### src/rtl/mux_scan_sequencer_if.sv
// Word-delivery bus of the mux scan sequencer: assembled word with valid/ready handshake.
// Carries word_parity only when MUX_SCAN_PARITY_EN is defined.
interface mux_scan_sequencer_if #(
  parameter int NUM_CH = 8
);
  logic [NUM_CH-1:0] word;
  logic              word_valid;
  logic              word_ready;
`ifdef MUX_SCAN_PARITY_EN
  logic              word_parity;
`endif

  modport master (
    output word,
    output word_valid,
`ifdef MUX_SCAN_PARITY_EN
    output word_parity,
`endif
    input  word_ready
  );

  modport slave (
    input  word,
    input  word_valid,
`ifdef MUX_SCAN_PARITY_EN
    input  word_parity,
`endif
    output word_ready
  );
endinterface

### src/rtl/mux_scan_sequencer.sv
// Walks an 8:1 mux select, samples each channel after a settle window and presents the word.
// Optional word_parity output is enabled by defining MUX_SCAN_PARITY_EN.
//
// state   | meaning
// --------|-------------------------------------------------------------
// IDLE    | waiting for start
// SCAN    | stepping sel, settling, capturing mux_out into shadow[sel]
// PRESENT | word_valid high, holding word until word_ready
module mux_scan_sequencer #(
  parameter int SEL_W  = 3,
  parameter int SETTLE = 1
) (
  input  logic               clk,
  input  logic               rst_n,
  input  logic               start,
  output logic [SEL_W-1:0]   sel,
  input  logic               mux_out,
  output logic               busy,
  mux_scan_sequencer_if.master wb
);

  localparam int               NUM_CH   = 2 ** SEL_W;
  localparam logic [3:0]       SETTLE_C = 4'(SETTLE);
  localparam logic [SEL_W-1:0] SEL_LAST = {SEL_W{1'b1}};
  localparam logic [SEL_W-1:0] SEL_ONE  = SEL_W'(1);

  if (SETTLE < 0 || SETTLE > 15) begin : g_bad_settle
    $error("mux_scan_sequencer: SETTLE=%0d outside 0..15", SETTLE);
  end

  typedef enum logic [1:0] {
    ST_IDLE    = 2'd0,
    ST_SCAN    = 2'd1,
    ST_PRESENT = 2'd2
  } state_t;

  state_t              state_q, state_d;
  logic [SEL_W-1:0]    sel_q, sel_d;
  logic [3:0]          cnt_q, cnt_d;
  logic [NUM_CH-1:0]   shadow_q, shadow_d;
  logic [NUM_CH-1:0]   word_q, word_d;

  always_ff @(posedge clk or negedge rst_n) begin
    if (!rst_n) begin
      state_q  <= ST_IDLE;
      sel_q    <= '0;
      cnt_q    <= '0;
      shadow_q <= '0;
      word_q   <= '0;
    end else begin
      state_q  <= state_d;
      sel_q    <= sel_d;
      cnt_q    <= cnt_d;
      shadow_q <= shadow_d;
      word_q   <= word_d;
    end
  end

  always_comb begin
    state_d  = state_q;
    sel_d    = sel_q;
    cnt_d    = cnt_q;
    shadow_d = shadow_q;
    word_d   = word_q;
    unique case (state_q)
      ST_IDLE: begin
        if (start) begin
          state_d  = ST_SCAN;
          sel_d    = '0;
          cnt_d    = '0;
          shadow_d = '0;
        end
      end
      ST_SCAN: begin
        if (cnt_q == SETTLE_C) begin
          // Last cycle of this channel's window: capture, then step or finish.
          cnt_d            = '0;
          shadow_d[sel_q]  = mux_out;
          if (sel_q != SEL_LAST) begin
            sel_d = sel_q + SEL_ONE;
          end else begin
            word_d  = shadow_d;
            sel_d   = '0;
            state_d = ST_PRESENT;
          end
        end else begin
          cnt_d = cnt_q + 4'd1;
        end
      end
      ST_PRESENT: begin
        if (wb.word_ready) begin
          if (start) begin
            state_d  = ST_SCAN;
            sel_d    = '0;
            cnt_d    = '0;
            shadow_d = '0;
          end else begin
            state_d = ST_IDLE;
          end
        end
      end
      default: begin
        state_d = ST_IDLE;
        sel_d   = '0;
        cnt_d   = '0;
      end
    endcase
  end

  assign sel           = sel_q;
  assign busy          = (state_q == ST_SCAN);
  assign wb.word       = word_q;
  assign wb.word_valid = (state_q == ST_PRESENT);

`ifdef MUX_SCAN_PARITY_EN
  logic parity_q, parity_d;

  assign parity_d = ^word_d;

  always_ff @(posedge clk or negedge rst_n) begin
    if (!rst_n) begin
      parity_q <= 1'b0;
    end else begin
      parity_q <= parity_d;
    end
  end

  assign wb.word_parity = parity_q;
`endif

endmodule
### src/flat_wrapper.sv
// flat-port wrapper written by rule: the top's interface ports become plain ports
module mux_scan_sequencer_flat 
#(
  parameter int SEL_W  = 3,
  parameter int SETTLE = 1
)
  (clk, rst_n, start, sel, mux_out, busy, wb_word, wb_word_valid, wb_word_ready);
  mux_scan_sequencer_if wb_i ();
  input  logic clk;
  input  logic rst_n;
  input  logic start;
  output logic [SEL_W-1:0] sel;
  input  logic mux_out;
  output logic busy;
  output wire logic [$bits(wb_i.word)-1:0] wb_word;
  output wire logic [$bits(wb_i.word_valid)-1:0] wb_word_valid;
  input wire logic [$bits(wb_i.word_ready)-1:0] wb_word_ready;
  assign wb_word = wb_i.word;
  assign wb_word_valid = wb_i.word_valid;
  assign wb_i.word_ready = wb_word_ready;
  mux_scan_sequencer #(.SEL_W(SEL_W), .SETTLE(SETTLE)) u_core (.clk(clk), .rst_n(rst_n), .start(start), .sel(sel), .mux_out(mux_out), .busy(busy), .wb(wb_i));
endmodule
### config.mk
export PLATFORM = sky130hd
export DESIGN_NAME = mux_scan_sequencer_flat
export DESIGN_NICKNAME = d
export VERILOG_FILES = /design/src/rtl/mux_scan_sequencer_if.sv /design/src/rtl/mux_scan_sequencer.sv /design/src/flat_wrapper.sv
export SDC_FILE = /design/constraint.sdc
export NUM_CORES = 1
export LEC_CHECK = 0
export ABC_AREA = 1
export BUFFER_PORTS_ARGS = -buffer_cell sky130_fd_sc_hd__buf_2
export CORE_UTILIZATION = 51
export DETAILED_ROUTE_END_ITERATION = 6
export PLACE_DENSITY = 0.72
export SLEW_MARGIN = 20
export SYNTH_ARGS = -nofsm -noshare
export SYNTH_HDL_FRONTEND = slang
export SYNTH_SLANG_ARGS = --single-unit
### constraint.sdc
create_clock -name clk -period 1.28 [get_ports clk]
set_input_delay 0.256 -clock clk [delete_from_list [all_inputs] [get_ports clk]]
set_output_delay 0.256 -clock clk [all_outputs]
set_load 0.05 [all_outputs]
==> flow_summary.toml <==
[status]
outcome = "complete, but fails checks"
violations = "negative setup slack"

[route]
drt.antenna.violating_nets = 0
routedWlPerCell_um = 12.0
drc_errors = 0
vias = 1180
drt_first_pass_iters = 4
vias_per_cell = 5.15
totalWireLength_um = 2740
drt_iter0_drc = 27

[placed_design]
dpl.hpwl_um = 1940
portBuffers = 17
place.gp.congestion = 0.750

[worst_setup_path]
worst_path_max_delay_cell = "dfrtp_1"
end_kind = "output port"
cp_cell_sequence = "inv_2 > nand2_4 > clkinv_4 > buf_8"
cpPeakStageDelay_ns = 0.42
arrival_ns = 1.10
crit_required_ns = 1.02
criticalPathCategory = "reg -> out"
crit_fanout = 3
cp-start-kind = "register"

[floorplanning]
coreArea_um2 = 2520
die_y_um = 54.0
die-area_um2 = 2920
row_count = 18
start_util = 0.547
io_pins = 18
fp.dieW_um = 54.0

[finish]
most-common-layout-cells = "nand2_1, dfrtp_1, nand3_1"
antennaDiodeCount = 0
drive_above_1_share = 0.367
final_util = 0.697
syn2layout_area_growth_pct = 27.6
fin_nets = 209
final_common_cell = "nand2_1"

[clock_tree]
cts-root-buf = "clkbuf_4"
path_clk_slew_ns = 0.13
cts_made_buffers = 3
clock_latency_ns = 0.32
cts_num_sinks = 25
clockBufferDepth = 2
htreeDepth = 1
cts_tree = "built"

[run]
cap_violations = 0

[timing]
finalSetupTns_ns = -0.229
setup_slack_ns = -0.0735
period_share = 1.06
slew-limit-headroom = 0.623
worst_slew_pin_slew_ns = 0.565
clock.fmax_ghz = 0.739
finalHoldViolCount = 0
skew_ns = 0.00204
period_needed_ns = 1.35
setup_viol = 12
maxSlewViolCount = 0
rsz0062_at_grt = "yes"

[global_routing]
antenna_found_initial = 0
gr-total-overflow = 0
grt_use_total = 0.223
grt_max_degree = 26
grt_pass1_vias = 1073
grt_first_pass_wirelength_um = 4680

[yosys]
yosysUniqueCellTypes = 25
syn_inst = 165
ys_dominant_reg_cell = "dfrtp_1"
synth-seq-cells = 25
synth-warning-count = 0
syn_area_per_cell_um2 = 8.36
synth_area_leaders = "dfrtp_1, nand2_1, nand3_1"
synth-edff-count = 0
async_flop_share = 1.00
netlist.area_leader.share = 0.454
synth_fp_nets = 174
synth_top_area_cell = "dfrtp_1"
synth_area_um2 = 1380
ys_seq_area_frac = 0.454

[min_path]
min_path_type = "in -> reg"

[power]
p_leak_nw = 0.836
ir_worst_vdd_mv = 1.69
p_per_area_nw_per_um2 = 2790
-- cell families (layout without fill, tap and decap cells) --
| kind of cell | count (synthesis) | after routing | synth area share |
|---|---|---|---|
| AO/OA/AOI/OAI | 24 | 24 | 0.116 |
| XOR/XNOR | 2 | 2 | 0.0127 |
| adder cells (fa/ha/maj) | 4 | 4 | 0.0363 |
| buffers and inverters | 25 | 59 | 0.0862 |
| flip-flops | 25 | 25 | 0.454 |
| AND/OR/NAND/NOR | 85 | 85 | 0.295 |
-- Yosys cell counts (2+ instances only) --
cell type	number
inv_1	17
buf_6	2
nand2_2	4
o21ai_1	6
buf_2	3
o21ai_2	9
o21ai_0	6
nand4_1	6
nor2_2	2
dfrtp_1	25
ha_1	4
nand3_1	18
xor2_1	2
nand2_1	48
nor2_1	3
-- through the flow --
step | cell area, um2 | hold slack (ns) | instances | setup WS, ns | power, mW
2_1_floorplan | 1420 | -0.0396 | 165 | -0.143 | 3.54
3_3_place_gp | 1580 | 0.273 | 217 | 0.0264 | 4.12
3_5_place_dp | 1580 | 0.280 | 217 | -0.00728 | 4.19
4_1_cts | 1720 | 0.200 | 228 | -0.0872 | 4.83
5_1_grt | 1760 | 0.229 | 229 | -0.131 | 5.32
6_report | 1760 | 0.212 | 229 | -0.0735 | 4.90
-- final timing paths --
kind	slack (ns)	cells after the start	startpoint	endpoint
max in group asynchronous	0.43	2	rst_n	u_core.sel[2]$_DFFE_PN0P_
min in group asynchronous	0.44	2	rst_n	u_core.wb.word[1]$_DFFE_PN0P_
min	0.21	3	wb_word_ready	u_core.state_q[0]$_DFFE_PN0P_
min reg2reg	0.50	2	u_core.wb.word[1]$_DFFE_PN0P_	u_core.wb.word[1]$_DFFE_PN0P_
max	-0.07	4	u_core.state_q[1]$_DFFE_PN0P_	busy
max reg2reg	-0.02	7	u_core.state_q[0]$_DFFE_PN0P_	u_core.shadow_q[3]$_DFFE_PN0P_
-- worst max-delay path: cells and delay by family, from the launching register on --
| family | cells | cell delay, ns |
|---|---|---|
| buffers and inverters | 3 | 0.29 |
| and+or+nand+nor | 1 | 0.07 |
| DFF | 1 | 0.42 |
-- routing by layer --
| metal | vias up | global-route usage | share of wire |
|---|---|---|---|
| met5 | - | 0 | 0 |
| met4 | 0 | 0.0812 | 0.016 |
| met3 | 5 | 0.0339 | 0.034 |
| met2 | 25 | 0.356 | 0.46 |
| met1 | 543 | 0.302 | 0.48 |
| li1 | 607 | - | - |
-- flip-flops by register name, indices dropped and copies added, names as in the netlist --
name,flops
u_core.wb.word,8
u_core.shadow_q,8
u_core.state_q,2
u_core.cnt_q,4
u_core.sel,3
-- final cells by class --
cell class / instances / area [um2]
Timing Repair Buffer: 36 / 282
Multi-Input combinational cell: 115 / 703
Clock inverter: 1 / 5.00
Clock buffer: 3 / 22.5
Sequential cell: 25 / 629
Fill cell: 189 / 763
Inverter: 19 / 80.1
Tap cell: 30 / 37.5
-- report_power, final --
| group | switching, mW | internal, mW | total, mW | leakage [nW] |
|---|---|---|---|---|
| registers | 0.235 | 1.14 | 1.38 | 0.289 |
| clock network | 0.237 | 0.117 | 0.354 | 0.0177 |
| logic | 2.01 | 1.16 | 3.17 | 0.529 |
| total | 2.48 | 2.42 | 4.90 | 0.836 |
-- repair_timing --
action                                 in CTS  in global routing
endpoints found under the hold margin      25                  0
setup endpoints to repair                  14                 26
pin swaps                                   2                  0
hold buffers                                1                  0
resized for setup                          14                 13
setup buffers                               6                  1
(Power assumes the default switching activity.)
